<file path="src/rtl/playbus_pkg.sv">
// Shared types for the play-bus burst controller: FSM states, function codes,
// source selection and the ADD region map.
package playbus_pkg;

  typedef enum logic [2:0] {
    ST_IDLE    = 3'd0,
    ST_SOURCE  = 3'd1,
    ST_WRITE   = 3'd2,
    ST_HOLD    = 3'd3,
    ST_WAIT_GO = 3'd4
  } state_t;

  typedef enum logic [2:0] {
    F_RD_ROM   = 3'd0,
    F_RD_RAM   = 3'd1,
    F_RD_SW    = 3'd2,
    F_SW2RAM   = 3'd3,
    F_ROM2RAM  = 3'd4,
    F_SW2LED   = 3'd5,
    F_ROM2LED  = 3'd6,
    F_RAM2LED  = 3'd7
  } func_t;

  typedef enum logic [1:0] {
    SRC_NONE = 2'd0,
    SRC_ROM  = 2'd1,
    SRC_RAM  = 2'd2,
    SRC_SW   = 2'd3
  } src_t;

  localparam logic [1:0] REGION_ROM  = 2'b00;
  localparam logic [1:0] REGION_RAM  = 2'b01;
  localparam logic [1:0] REGION_SW   = 2'b10;
  localparam logic [1:0] REGION_NONE = 2'b11;

  function automatic src_t func_src(input func_t f);
    case (f)
      F_RD_ROM, F_ROM2RAM, F_ROM2LED: return SRC_ROM;
      F_RD_RAM, F_RAM2LED:            return SRC_RAM;
      default:                        return SRC_SW;
    endcase
  endfunction

  function automatic logic func_to_ram(input func_t f);
    return (f == F_SW2RAM) || (f == F_ROM2RAM);
  endfunction

endpackage

</file>
<file path="src/rtl/playbus_dec.sv">
// Combinational source-enable decoder: live FUNC/ADD while idle, latched FUNC
// for the whole of an operation.
module playbus_dec
  import playbus_pkg::*;
(
  input  state_t     i_state,
  input  func_t      i_func_live,
  input  func_t      i_func_lat,
  input  logic [1:0] i_region,
  input  logic       i_go,
  output logic       o_n_romo,
  output logic       o_n_ramo,
  output logic       o_n_swben
);

  src_t w_src;

  always_comb begin
    w_src = SRC_NONE;
    if (i_state != ST_IDLE) begin
      w_src = func_src(i_func_lat);
    end else if (i_go) begin
      w_src = func_src(i_func_live);
    end else begin
      case (i_region)
        REGION_ROM:  w_src = SRC_ROM;
        REGION_RAM:  w_src = SRC_RAM;
        REGION_SW:   w_src = SRC_SW;
        REGION_NONE: w_src = SRC_NONE;
        default:     w_src = SRC_NONE;
      endcase
    end
  end

  assign o_n_romo  = (w_src != SRC_ROM);
  assign o_n_ramo  = (w_src != SRC_RAM);
  assign o_n_swben = (w_src != SRC_SW);

endmodule

</file>
<file path="src/rtl/playbus_burst.sv">
// Play-bus burst transfer controller: SOURCE/WRITE/HOLD sequencing per word.
// Define PLAYBUS_BURST_EN to honour LEN (LEN+1 words per GO); otherwise one word.
module playbus_burst
  import playbus_pkg::*;
#(
  parameter int AW       = 4,
  parameter int WR_CYC   = 1,
  parameter int HOLD_CYC = 1
) (
  input  logic          CK2HZ,
  input  logic          CLR,
  input  logic          GO,
  input  logic [2:0]    FUNC,
  input  logic [AW-1:0] ADD,
  input  logic [AW-1:0] LEN,
  output logic          n_ROMO,
  output logic          n_RAMO,
  output logic          n_SWBEN,
  output logic          n_RAMW,
  output logic          LEDLTCH,
  output logic [AW-1:0] ADDR,
  output logic          BUSY,
  output logic          DONE,
  output logic [2:0]    St
);

  localparam logic [3:0] WR_LAST   = 4'(WR_CYC - 1);
  localparam logic [3:0] HOLD_LAST = 4'(HOLD_CYC - 1);

  state_t        r_state;
  func_t         r_func;
  logic [AW-1:0] r_addr;
  logic [3:0]    r_tcnt;
  logic          r_ramw;
  logic          r_ledltch;
  logic          r_done;

  state_t w_next;
  logic   w_latch;
  logic   w_advance;
  logic   w_finish;
  logic   w_cnt_zero;
  func_t  w_func_live;

`ifdef PLAYBUS_BURST_EN
  logic [AW-1:0] r_cnt;

  always_ff @(posedge CK2HZ or posedge CLR) begin
    if (CLR)            r_cnt <= '0;
    else if (w_latch)   r_cnt <= LEN;
    else if (w_advance) r_cnt <= r_cnt - 1'b1;
  end

  assign w_cnt_zero = (r_cnt == '0);
`else
  logic [AW-1:0] w_unused_len;
  assign w_unused_len = LEN;
  assign w_cnt_zero   = 1'b1;
`endif

  assign w_func_live = func_t'(FUNC);

  always_comb begin
    w_next    = r_state;
    w_latch   = 1'b0;
    w_advance = 1'b0;
    w_finish  = 1'b0;
    case (r_state)
      ST_IDLE: begin
        if (GO && (FUNC >= 3'd3)) begin
          w_next  = ST_SOURCE;
          w_latch = 1'b1;
        end
      end
      ST_SOURCE: w_next = ST_WRITE;
      ST_WRITE: begin
        if (r_tcnt == WR_LAST) w_next = ST_HOLD;
      end
      ST_HOLD: begin
        if (r_tcnt == HOLD_LAST) begin
          if (w_cnt_zero) begin
            w_next   = ST_WAIT_GO;
            w_finish = 1'b1;
          end else begin
            w_next    = ST_SOURCE;
            w_advance = 1'b1;
          end
        end
      end
      ST_WAIT_GO: begin
        if (!GO) w_next = ST_IDLE;
      end
      default: w_next = ST_IDLE;
    endcase
  end

  // Timer restarts on every state change; strobes follow the WRITE state exactly.
  always_ff @(posedge CK2HZ or posedge CLR) begin
    if (CLR) begin
      r_state   <= ST_IDLE;
      r_func    <= F_RD_ROM;
      r_addr    <= '0;
      r_tcnt    <= '0;
      r_ramw    <= 1'b0;
      r_ledltch <= 1'b0;
      r_done    <= 1'b0;
    end else begin
      r_state   <= w_next;
      r_tcnt    <= (w_next != r_state) ? 4'd0 : r_tcnt + 4'd1;
      r_ramw    <= (w_next == ST_WRITE) &&  func_to_ram(r_func);
      r_ledltch <= (w_next == ST_WRITE) && !func_to_ram(r_func);
      r_done    <= w_finish;
      if (w_latch) begin
        r_func <= w_func_live;
        r_addr <= ADD;
      end else if (w_advance) begin
        r_addr <= r_addr + 1'b1;
      end
    end
  end

  playbus_dec u_dec (
    .i_state     (r_state),
    .i_func_live (w_func_live),
    .i_func_lat  (r_func),
    .i_region    (ADD[AW-1:AW-2]),
    .i_go        (GO),
    .o_n_romo    (n_ROMO),
    .o_n_ramo    (n_RAMO),
    .o_n_swben   (n_SWBEN)
  );

  assign St      = r_state;
  assign BUSY    = (r_state != ST_IDLE);
  assign DONE    = r_done;
  assign n_RAMW  = ~r_ramw;
  assign LEDLTCH = r_ledltch;
  assign ADDR    = ((r_state == ST_IDLE) && !CLR) ? ADD : r_addr;

endmodule

</file>
<file path="config.mk">
export PLATFORM = sky130hd
export DESIGN_NAME = playbus_burst
export DESIGN_NICKNAME = d
export VERILOG_FILES = /design/src/rtl/playbus_pkg.sv /design/src/rtl/playbus_dec.sv /design/src/rtl/playbus_burst.sv
export SDC_FILE = /design/constraint.sdc
export NUM_CORES = 1
export LEC_CHECK = 0
export ABC_CLOCK_PERIOD_IN_PS = 4700
export CAP_MARGIN = 20
export CORE_MARGIN = 2
export CORE_UTILIZATION = 45
export CTS_CLUSTER_DIAMETER = 40
export DETAILED_ROUTE_END_ITERATION = 8
export PLACE_DENSITY = 0.76
export SLEW_MARGIN = 30
export SYNTH_ARGS = -nofsm -noshare
export SYNTH_HDL_FRONTEND = slang
export SYNTH_SLANG_ARGS = --single-unit
</file>
<file path="constraint.sdc">
create_clock -name CK2HZ -period 4.7 [get_ports CK2HZ]
set_input_delay 1.175 -clock CK2HZ [delete_from_list [all_inputs] [get_ports CK2HZ]]
set_output_delay 1.175 -clock CK2HZ [all_outputs]
set_load 0.005 [all_outputs]
</file>
## Word-level counts from Yosys, hierarchy flattened

Index checks and enable logic that the tools add are counted.

- Register bits after elaboration: 17
- Output and inout port bits: 14

- Add/subtract/negate cells: 1
- $lt $le $gt $ge: 1
- Eq/ne operators: 21
- Mux-type cells: 17
- Bitwise logic cells: 1
- Reductions and logical operators: 17

Operators by type and width:

| operator | count |
|---|---|
| == test 3 bit, second input constant | 7 |
| one-hot mux 3 bit (5 select lines) | 1 |
| == test 3 x 2 -> 1 bit, second input constant | 4 |
| 2-to-1 mux 3 bit | 4 |
| 2-to-1 mux 4 bit | 3 |
| == test 3 x 1 -> 1 bit, second input constant | 3 |
| zero test 3 bit | 3 |
| one-hot mux 2 bit (2 select lines) | 2 |
| one-hot mux 2 bit (4 select lines) | 1 |
| OR reduction 3 bit | 2 |
| adder 4 x 1 -> 4 bit, second input constant | 1 |
| == test 2 bit, second input constant | 2 |
| logical AND 1 bit | 4 |
| zero test 4 bit | 1 |
| 2-to-1 mux 1 bit | 4 |
| 2-to-1 mux 2 bit | 2 |
| != test 2 bit, second input constant | 2 |
| OR reduction 2 bit | 2 |
| greater-or-equal comparator 3 x 2 -> 1 bit, second input constant | 1 |
| != test 3 bit | 1 |
| nonzero test 3 bit | 1 |
| == test 2 x 1 -> 1 bit, second input constant | 1 |
| zero test 1 bit | 2 |
| zero test 2 bit | 1 |
| other kinds (3) | 3 |

## Logic depth before layout (Yosys ltp)

Gate-level depths: netlist (run 1).

- Word-level depth: 6
- Mapped depth: 6
- Depth with buffers taken out: 5

## Modules after synthesis

From an unflattened synthesis (run 1), not the netlist that was laid out.

- Cell total of the unflattened synthesis: 99
- Area, all modules: 1,053.5 um^2

By module, submodules not included:

| module | instances | cells an instance | area each (um^2) | sequential area each (um^2) |
|---|---|---|---|---|
| playbus_burst | 1 | 76 | 887.1 | 425.4 |
| playbus_dec | 1 | 23 | 166.4 | 0.0 |

## Worst setup path before layout (run 1)

OpenSTA, ideal clock, no wires.

- Path kind: input to output
- From: input port ADD[2]
- To: output port n_ROMO
- Arrival: 1,931 ps
- Required time: 3,525 ps
- Slack: 1,594 ps
- Stages: 4
- Path buffers: 0
- Path through: inv_1 ha_1 o32ai_1 o31a_1

- Cells in the longest elaborated chain, start to end: 5
- Elaborated cells between the ends (all ways): 8
- Classes of those cells: eq/ne: 4; mux: 3; reduce/logical: 1

RTL lines:

| element | line | text |
|---|---|---|
| start: declaration | playbus_burst.sv:14 | `input logic [AW-1:0] ADD,` |
| == test 2 bit (tied with other cells) | playbus_dec.sv:25 | `case (i_region)` |
| one-hot mux 2 bit (4 select lines) (*) | playbus_dec.sv:25 |  |
| 2-to-1 mux 2 bit (*) | playbus_dec.sv:22 | `end else if (i_go) begin` |
| 2-to-1 mux 2 bit (*) | playbus_dec.sv:20 | `if (i_state != ST_IDLE) begin` |
| != test 2 x 1 -> 1 bit (*) | playbus_dec.sv:35 | `assign o_n_romo = (w_src != SRC_ROM);` |
| end: declaration | playbus_burst.sv:16 | `output logic n_ROMO,` |

Every way passes the cells marked *; elsewhere a longest branch is shown, timed or not.

## Worst setup path after layout (run 1)

- From: input port ADD[2]
- To: output port n_SWBEN

- Cells in the longest elaborated chain, start to end: 5
- Elaborated cells between the ends (all ways): 8
- Classes of those cells: eq/ne: 4; mux: 3; reduce/logical: 1

RTL lines:

| element | line | text |
|---|---|---|
| == test 2 bit (tied with other cells) | playbus_dec.sv:25 |  |
| one-hot mux 2 bit (4 select lines) (*) | playbus_dec.sv:25 |  |
| 2-to-1 mux 2 bit (*) | playbus_dec.sv:22 |  |
| 2-to-1 mux 2 bit (*) | playbus_dec.sv:20 |  |
| != test 2 bit (*) | playbus_dec.sv:37 | `assign o_n_swben = (w_src != SRC_SW);` |
| end: declaration | playbus_burst.sv:18 | `output logic n_SWBEN,` |

Marks and branches as above.

==> flow_metrics.tcl, run 1 <==
set metrics [dict create \
    yosysTopAreaCell "dfrtp_1" \
    crit_path_start_kind "input port" \
    cts-root-buf "clkbuf_4" \
    fin_crit_sh_pct 89.66 \
    synth_area_per_cell_um2 10.60 \
    slew_headroom_pct 57.16 \
    ys_ff_latch 17 \
    setup_viol 0 \
    routabilityCongestion 0.7253 \
    track_usage_pct 16.29 \
    cts_max_level 1 \
    ys_async_sr_fraction_pct 100.0 \
    antenna_found_initial 0 \
    synth.top_cell.area_share_pct 41.82 \
    clkLatencyLatePin_ns 0.29 \
    cts_inserted_buffers 3 \
    synth_mux_area_share_pct 12.79 \
    drc 0 \
    post_cts.repair.setup_buffers 0 \
    tightest_slew_ns 0.6419 \
    nets 139 \
    synth_most_common_cell "dfrtp_1" \
    drt-total-wl_um 1807 \
    top_level_ports 28 \
    finalCriticalPeriod_ns 4.214 \
    drtPass1Iterations 4 \
    fmax_mhz 237.3 \
    grt_max_degree 18 \
    cts_buffer_depth 2 \
    dpl.hpwl_um 1383 \
    start_util_pct 46.89 \
    dp_slack_ns 0.4821 \
    cts.reportedPaths.clkPinSlew_ns 0.10 \
    report.final.slew_viol_count 0 \
    rows 17 \
    cap_violations 0 \
    synth.distinct_cells 38 \
    netlist_instances 96 \
    worst_ep_arrival_time_ns 3.04 \
    viasPerCell 5.338 \
    cts_resized 0 \
    hold_class "reg -> reg" \
    io_buffers 23 \
    syn_area_um2 1017 \
    syn_nets 114 \
    layout-drive-gt1-share_pct 15.83 \
    wl_per_cell_um 12.21 \
    p_leak_nw 0.5669 \
    holdCritStartpoint "r_tcnt[0]" \
    end_kind "output port" \
    grt_pass1_vias 755 \
    synth-xor-area-share_pct 2.583 \
    status "finished, final reports clean" \
    p_per_area_nw_per_um2 593.7 \
    clock_sinks 17 \
    synth_compound_area_share_pct 13.41 \
    area_delta_synth_final_pct 27.43 \
    critPathKind "in -> out" \
    die_y_um 51.55 \
    ir_drop_mv 0.2926 \
    yosys.area_share.simple_pct 20.17 \
    cts_tree "yes" \
    die_area_um2 2657 \
    antenna_cells 0 \
    synthAdderAreaFrac_pct 4.920 \
    cts.hold.buffers_added 0 \
    overflow 0 \
    netlist_top_cells_count "dfrtp_1 (17), inv_1 (8), o21ai_0 (6)" \
    cp_max_fo 3 \
    r2r-start "St[2]" \
    setup_ws_ns 0.4860 \
    via_count 790 \
    grt_pass1_wl_um 3215 \
    synth-edff-count 0 \
    drtIter0Drc 6 \
    synth_top_family_by_area "simple AND/OR/NAND/NOR gates" \
    ys.flop_type "dfrtp_1" \
    synth.top_cells.by_area "dfrtp_1 (42%), mux2_4 (7.4%), ha_1 (4.9%)" \
    rsz0062_at_grt "no" \
    antenna_left 0 \
    fin_worst_skew_ns 0.003804 \
    yosysWarnings 0 \
    crit_required_ns 3.52 \
    yosysSeqAreaShare_pct 41.82 \
    startpoint "ADD[2]" \
    coreArea_um2 2170 \
    finalSetupTns_ns 0 \
    hold_violations 0 \
    die_w_um 51.55 \
]
-- per-layer routing --
metal  wire length, um  track usage [%]  vias to the layer above
li1                  -                -                      388
met1               851            20.19                      381
met2               868            27.56                       19
met3                73            3.448                        2
met4                13            6.579                        0
met5                 0                0                        -
-- area by class of cell --
type,count,area [um2]
tap,28,35.03
clock inverter,1,5.005
multi-input combinational,68,548.0
fill,191,873.3
timing repair buffer,23,230.2
clock buffer,3,22.52
inverter,8,30.03
sequential,17,425.4
-- flip-flops by register name, summed over array words and instances (netlist names) --
register,cells
r_addr,4
St,3
r_func,3
r_ramw,1
LEDLTCH,1
DONE,1
r_tcnt,4
-- logic make-up (layout without fill, tap and decap cells) --
| kind of cell | Yosys count | in the layout |
|---|---|---|
| AO/OA/AOI/OAI | 21 | 21 |
| XOR/XNOR | 3 | 3 |
| adder cells (fa/ha/maj) | 4 | 4 |
| buffers and inverters | 11 | 35 |
| flip-flops | 17 | 17 |
| multiplexers | 10 | 10 |
| AND/OR/NAND/NOR | 30 | 30 |
-- power breakdown --
part	total [mW]	leakage, nW	internal, mW	switching (mW)
Sequential	0.271	0.216	0.206	0.0652
Combinational	0.420	0.333	0.262	0.158
Clock	0.0788	0.0177	0.0316	0.0472
-- final timing paths --
kind / to / slack (ns) / cells past startpoint
worst max-delay path: n_SWBEN / 0.49 / 6
worst min-delay path: r_tcnt[0] / 0.50 / 1
worst max register to register: r_func[0] / 2.93 / 3
worst min register to register: r_tcnt[0] / 0.50 / 1
max in group asynchronous: r_ramw / 2.98 / 2
min in group asynchronous: r_addr[3] / 1.30 / 2
-- per-stage QoR --
stage          hold WS (ns)  power (mW)  std cells  cell area (um2)  util (%)
2_1_floorplan        0.4490      0.5129         96             1017         -
3_3_place_gp         0.4682      0.6825        144             1269     58.48
4_1_cts              0.5002      0.7754        148             1296     59.75
6_report             0.5036      0.7696        148             1296     59.75
5_1_grt              0.5196      0.8373        148             1296     59.75
3_5_place_dp         0.4861      0.6933        144             1269     58.48
-- worst max-delay path: stages --
cell and delay, ns:
clkdlybuf4s50_1 0.50, inv_1 0.07, ha_1 0.19, o32ai_1 0.40
o31a_1 0.20, clkdlybuf4s50_1 0.50
-- placed cells by master, fill, tap and decap left out, types with 2 or more instances in the layout --
cell type        synthesis  layout
clkbuf_4                 0       3
dfrtp_1                 17      17
o21ai_0                  6       6
xor2_1                   2       2
nor2_1                   3       3
nand2_1                  2       2
ha_1                     4       4
nand2b_1                 3       3
o31a_1                   2       2
mux2_4                   5       5
clkdlybuf4s50_1          0      23
a21oi_1                  5       5
nor2b_1                  5       5
inv_1                    8       8
nand3_1                  2       2
mux2_2                   4       4
nor3_1                   4       4
(Power assumes the default switching activity.)
==> run 2: changes to the inputs <==
- CORE_UTILIZATION: 45 -> 50
- PLACE_DENSITY: 0.76 -> 0.83
- SLEW_MARGIN: 30 -> 20
==> flow_metrics.tcl, run 2 (same netlist as run 1, synthesis figures left out) <==
set metrics [dict create \
    place_inst 143 \
    p_switching_mw 0.2790 \
    track_usage_pct 18.32 \
    rsz0062_at_grt "no" \
    via_count 807 \
    top_level_ports 28 \
    cts.hold.buffers_added 0 \
    antenna_found_initial 0 \
    cts-root-buf "clkbuf_4" \
    finalCriticalPeriod_ns 4.213 \
    status "finished, final reports clean" \
    drt-total-wl_um 1976 \
    start_util_pct 52.38 \
    layout-drive-gt1-share_pct 15.83 \
    grt_max_degree 18 \
    setup_viol 0 \
    cts_max_level 1 \
    coreArea_um2 1942 \
    slowest_stage "clkdlybuf4s50_1" \
    crit_buf_inv 3 \
    p_int_mw 0.4997 \
    drtIter0Drc 7 \
    p_comb_share_pct 54.4 \
    cp_cell_sequence "clkdlybuf4s50_1, inv_1, ha_1, o32ai_1, o31a_1, clkdlybuf4s50_1" \
    clkLatencyLatePin_ns 0.30 \
    biggestRegsByFlops "r_addr: 4 flops, r_tcnt: 4 flops" \
    cts.reportedPaths.clkPinSlew_ns 0.11 \
    grt_pass1_vias 776 \
    cts_inserted_buffers 3 \
    p_leak_nw 0.5669 \
    report.final.slew_viol_count 0 \
    max_stage_delay_ns 0.52 \
    crit_path_start_kind "input port" \
    drc 0 \
    die_y_um 49.11 \
    critPathKind "in -> out" \
    fmax_mhz 237.4 \
    p_per_area_nw_per_um2 601.3 \
    cts_tree "yes" \
    viasPerCell 5.490 \
    clock_sinks 17 \
    overflow 0 \
    final_cell_mix "clkdlybuf4s50_1 (23), dfrtp_1 (17), inv_1 (8), o21ai_0 (6)" \
    cts_buffer_depth 2 \
    dpl.hpwl_um 1512 \
    antenna_cells 0 \
    fin_crit_sh_pct 89.64 \
    switching_share_pct 35.83 \
    final_common_cell "clkdlybuf4s50_1" \
    hold_violations 0 \
    rows 16 \
    grt_pass1_wl_um 3374 \
    stdcell_count 147 \
    seq_power_share_pct 35.3 \
    worst_ep_arrival_time_ns 3.04 \
    power_mw 0.7787 \
    hold_class "reg -> reg" \
    drtPass1Iterations 2 \
    critical-path-top-delay-family "buffers and inverters" \
    ir_drop_mv 0.3998 \
    p_clk_share_pct 10.3 \
    cts_resized 0 \
    finalSetupTns_ns 0 \
    antenna_left 0 \
    nets 139 \
    cp_max_fo 4 \
    fin_worst_skew_ns 0.008754 \
    wl_per_cell_um 13.44 \
    tightest_slew_ns 0.6157 \
    die_area_um2 2411 \
    cpMostUsedCell "clkdlybuf4s50_1" \
    io_buffers 23 \
    crit_required_ns 3.52 \
    slew_headroom_pct 58.91 \
    cap_violations 0 \
    die_w_um 49.11 \
    end_kind "output port" \
    routabilityCongestion 0.7239 \
    post_cts.repair.setup_buffers 0 \
    area_delta_synth_final_pct 27.31 \
]
[run 2: worst reg2reg max path, stage by stage, from the launching register on]
cell and delay (ns):
dfrtp_1 0.53, or4b_4 0.66, nor2_8 0.20, mux2_4 0.31
[run 2: power by group through the flow]
stage | clock network (mW) | registers, mW | logic (mW)
global route | 0.0878 | 0.287 | 0.463
global placement | 0 | 0.271 | 0.410
detailed placement | 0 | 0.275 | 0.425
finish | 0.0806 | 0.275 | 0.423
CTS | 0.0798 | 0.274 | 0.429
floorplan | 0 | 0.245 | 0.268
[run 2: worst paths after layout]
kind                                 from         to  slack (ns)  depth (start not counted)
worst max register to register      St[2]  r_addr[1]        2.90                          3
worst min register to register  r_tcnt[0]  r_tcnt[0]        0.51                          1
worst min-delay path            r_tcnt[0]  r_tcnt[0]        0.51                          1
worst max-delay path               ADD[3]     n_ROMO        0.49                          6
max in group asynchronous             CLR     r_ramw        3.01                          2
min in group asynchronous             CLR  r_addr[3]        1.29                          2
[run 2: routing by layer]
layer / vias up / track usage, % / wire length (um)
met4: 0 / 9.524 / 33
met5: - / 0 / 0
li1: 390 / - / -
met2: 21 / 31.76 / 1018
met1: 391 / 21.16 / 831
met3: 5 / 3.681 / 92
[run 2: final cells by class]
type	count	area, um2
fill	162	646.9
multi-input combinational	68	548.0
sequential	17	425.4
timing repair buffer	23	230.2
tap	27	33.78
inverter	8	30.03
clock buffer	3	22.52
clock inverter	1	5.005
[run 2: through the flow]
step	hold slack (ns)	utilization [%]	worst slack [ns]	instance area (um2)
2_1_floorplan	0.4490	-	1.594	1017
3_3_place_gp	0.4700	65.27	0.4880	1267
3_5_place_dp	0.4956	65.27	0.4767	1267
4_1_cts	0.5107	66.69	0.4692	1295
5_1_grt	0.5276	66.69	0.3820	1295
6_report	0.5114	66.69	0.4870	1295
==> run 3: changes to the inputs <==
- ABC_AREA: unset -> 1
- SLEW_MARGIN: 20 -> unset
==> flow_metrics.tcl, run 3 <==
set metrics [dict create \
    cp_cell_sequence "clkdlybuf4s50_1, inv_1, ha_1, o211ai_1, nand2_1, nand3_1, clkdlybuf4s50_1" \
    p_leak_nw 0.6371 \
    dpl.hpwl_um 1540 \
    drc 0 \
    cts_tree "yes" \
    wl_per_cell_um 11.00 \
    die_area_um2 2340 \
    antenna_cells 0 \
    grt_max_degree 18 \
    cts_resized 0 \
    grt_pass1_vias 853 \
    synth_most_common_cell "nand2_1" \
    die_y_um 48.38 \
    hold_class "reg -> reg" \
    p_per_area_nw_per_um2 660.7 \
    netlist_top_cells_count "nand2_1 (29), inv_1 (18), dfrtp_1 (17)" \
    die_w_um 48.38 \
    status "finished, final reports clean" \
    io_buffers 23 \
    ys.flop_type "dfrtp_1" \
    tightest_slew_ns 0.2280 \
    start_util_pct 51.78 \
    grt_pass1_wl_um 3498 \
    ir_drop_mv 0.3485 \
    track_usage_pct 18.80 \
    yosysSeqAreaShare_pct 43.20 \
    max_stage_delay_ns 0.53 \
    cpMostUsedCell "clkdlybuf4s50_1" \
    r2r-start "St[0]" \
    top_level_ports 28 \
    drtPass1Iterations 4 \
    synth.top_cells.by_area "dfrtp_1 (43%), nand2_1 (11%), inv_1 (6.9%)" \
    clkLatencyLatePin_ns 0.29 \
    ys_ff_latch 17 \
    startpoint "ADD[3]" \
    viasPerCell 4.937 \
    cts_inserted_buffers 3 \
    crit_buf_inv 3 \
    syn_area_um2 984.7 \
    cts_max_level 1 \
    fin_crit_sh_pct 88.14 \
    critical-path-top-delay-family "buffers and inverters" \
    rsz0062_at_grt "no" \
    cts.reportedPaths.clkPinSlew_ns 0.09 \
    synth_area_per_cell_um2 8.138 \
    synth.top_cell.area_share_pct 43.20 \
    ys_async_sr_fraction_pct 100.0 \
    dpl_cell_area_um2 1245 \
    cp.depth 7 \
    area_delta_synth_final_pct 29.10 \
    coreArea_um2 1902 \
    cts_buffer_depth 2 \
    fmax_mhz 241.4 \
    holdCritStartpoint "r_tcnt[0]" \
    end_kind "output port" \
    setup_viol 0 \
    antenna_found_initial 0 \
    cap_violations 0 \
    final_common_cell "nand2_1" \
    rr_worst_depth 8 \
    overflow 0 \
    hold_depth 1 \
    biggestRegsByFlops "r_addr: 4 flops, r_tcnt: 4 flops" \
    netlist_instances 121 \
    cts-root-buf "clkbuf_4" \
    yosysTopAreaCell "dfrtp_1" \
    finalCriticalPeriod_ns 4.143 \
    worst_ep_arrival_time_ns 2.97 \
    final_core_util_pct 66.84 \
    syn_nets 139 \
    synth-edff-count 0 \
    finalSetupTns_ns 0 \
    yosysWarnings 0 \
    slowest_stage "clkdlybuf4s50_1" \
    cp_max_fo 3 \
    critPathKind "in -> out" \
    antenna_left 0 \
    clock_sinks 17 \
    slew_headroom_pct 84.76 \
    nets 167 \
    hold_violations 0 \
    rows 16 \
    drtIter0Drc 11 \
    final_cell_mix "nand2_1 (29), clkdlybuf4s50_1 (23), inv_1 (18), dfrtp_1 (17), nand3_1 (10)" \
    fin_worst_skew_ns 0.008408 \
    synth.distinct_cells 22 \
    drt-total-wl_um 1925 \
    via_count 864 \
    stdcell_area_um2 1271 \
    cts.hold.buffers_added 0 \
    post_cts.repair.setup_buffers 0 \
    layout-drive-gt1-share_pct 16.22 \
    routabilityCongestion 0.8667 \
    crit_required_ns 3.52 \
    crit_path_start_kind "input port" \
    report.final.slew_viol_count 0 \
]
run 3: cell count changes after synthesis, sizes merged, moves of 4 or more:
| cell | previous run | this run |
|---|---|---|
| inv | 8 | 21 |
| mux2 | 9 | 0 |
| nand2 | 2 | 35 |
| nand3 | 2 | 10 |
| nor2 | 5 | 9 |
| nor2b | 5 | 0 |
| nor3 | 5 | 1 |
| o21ai | 6 | 12 |
run 3: power breakdown:
part | internal (mW) | switching [mW] | leakage [nW]
logic | 0.246 | 0.258 | 0.404
clock network | 0.0330 | 0.0451 | 0.0150
registers | 0.208 | 0.0490 | 0.218
run 3: worst register-to-register path: cells and delay by family (launching register included):
family	cells	cell delay, ns
and+or+nand+nor	7	0.76
buffers and inverters	1	0.11
DFF	1	0.44
run 3: cell type report:
cell class / instances / area, um2
clock buffers: 4 / 26.28
well taps: 27 / 33.78
multi-input cells: 82 / 469.2
repair buffers: 24 / 237.7
inverters: 21 / 78.83
flip-flops and latches: 17 / 425.4
fillers: 169 / 630.6
run 3: worst paths after layout:
path                             end  slack (ns)
max                           n_RAMO        0.56
min                        r_tcnt[0]        0.49
max reg2reg                r_tcnt[0]        3.28
min reg2reg                r_tcnt[0]        0.49
max in group asynchronous  r_tcnt[2]        3.28
min in group asynchronous  r_func[0]        1.23
run 3: metrics by stage:
stage / power (mW) / std cells / hold WS (ns) / setup slack [ns]
6_report: 0.8400 / 175 / 0.4890 / 0.5573
2_1_floorplan: 0.5604 / 121 / 0.4501 / 1.512
3_3_place_gp: 0.7417 / 171 / 0.4658 / 0.6403
4_1_cts: 0.8469 / 175 / 0.4922 / 0.5617
3_5_place_dp: 0.7669 / 171 / 0.4711 / 0.5626
5_1_grt: 0.9159 / 175 / 0.5135 / 0.4997
run 3: routing by layer:
| metal | vias up | track usage, % | share of wire, % |
|---|---|---|---|
| li1 | 433 | - | - |
| met1 | 409 | 22.97 | 43 |
| met2 | 20 | 31.25 | 52 |
| met3 | 2 | 5.864 | 4.4 |
| met4 | 0 | 7.143 | 0.78 |
| met5 | - | 0 | 0 |
run 3: cells by family after synthesis:
kind of cell	share of synthesized area [%]
and+or+nand+nor	28.84
buffers and inverters	9.148
AOI/OAI and AO/OA	11.94
DFF	43.20
adders and majority gates	5.083
xor gates and xnor gates	1.779
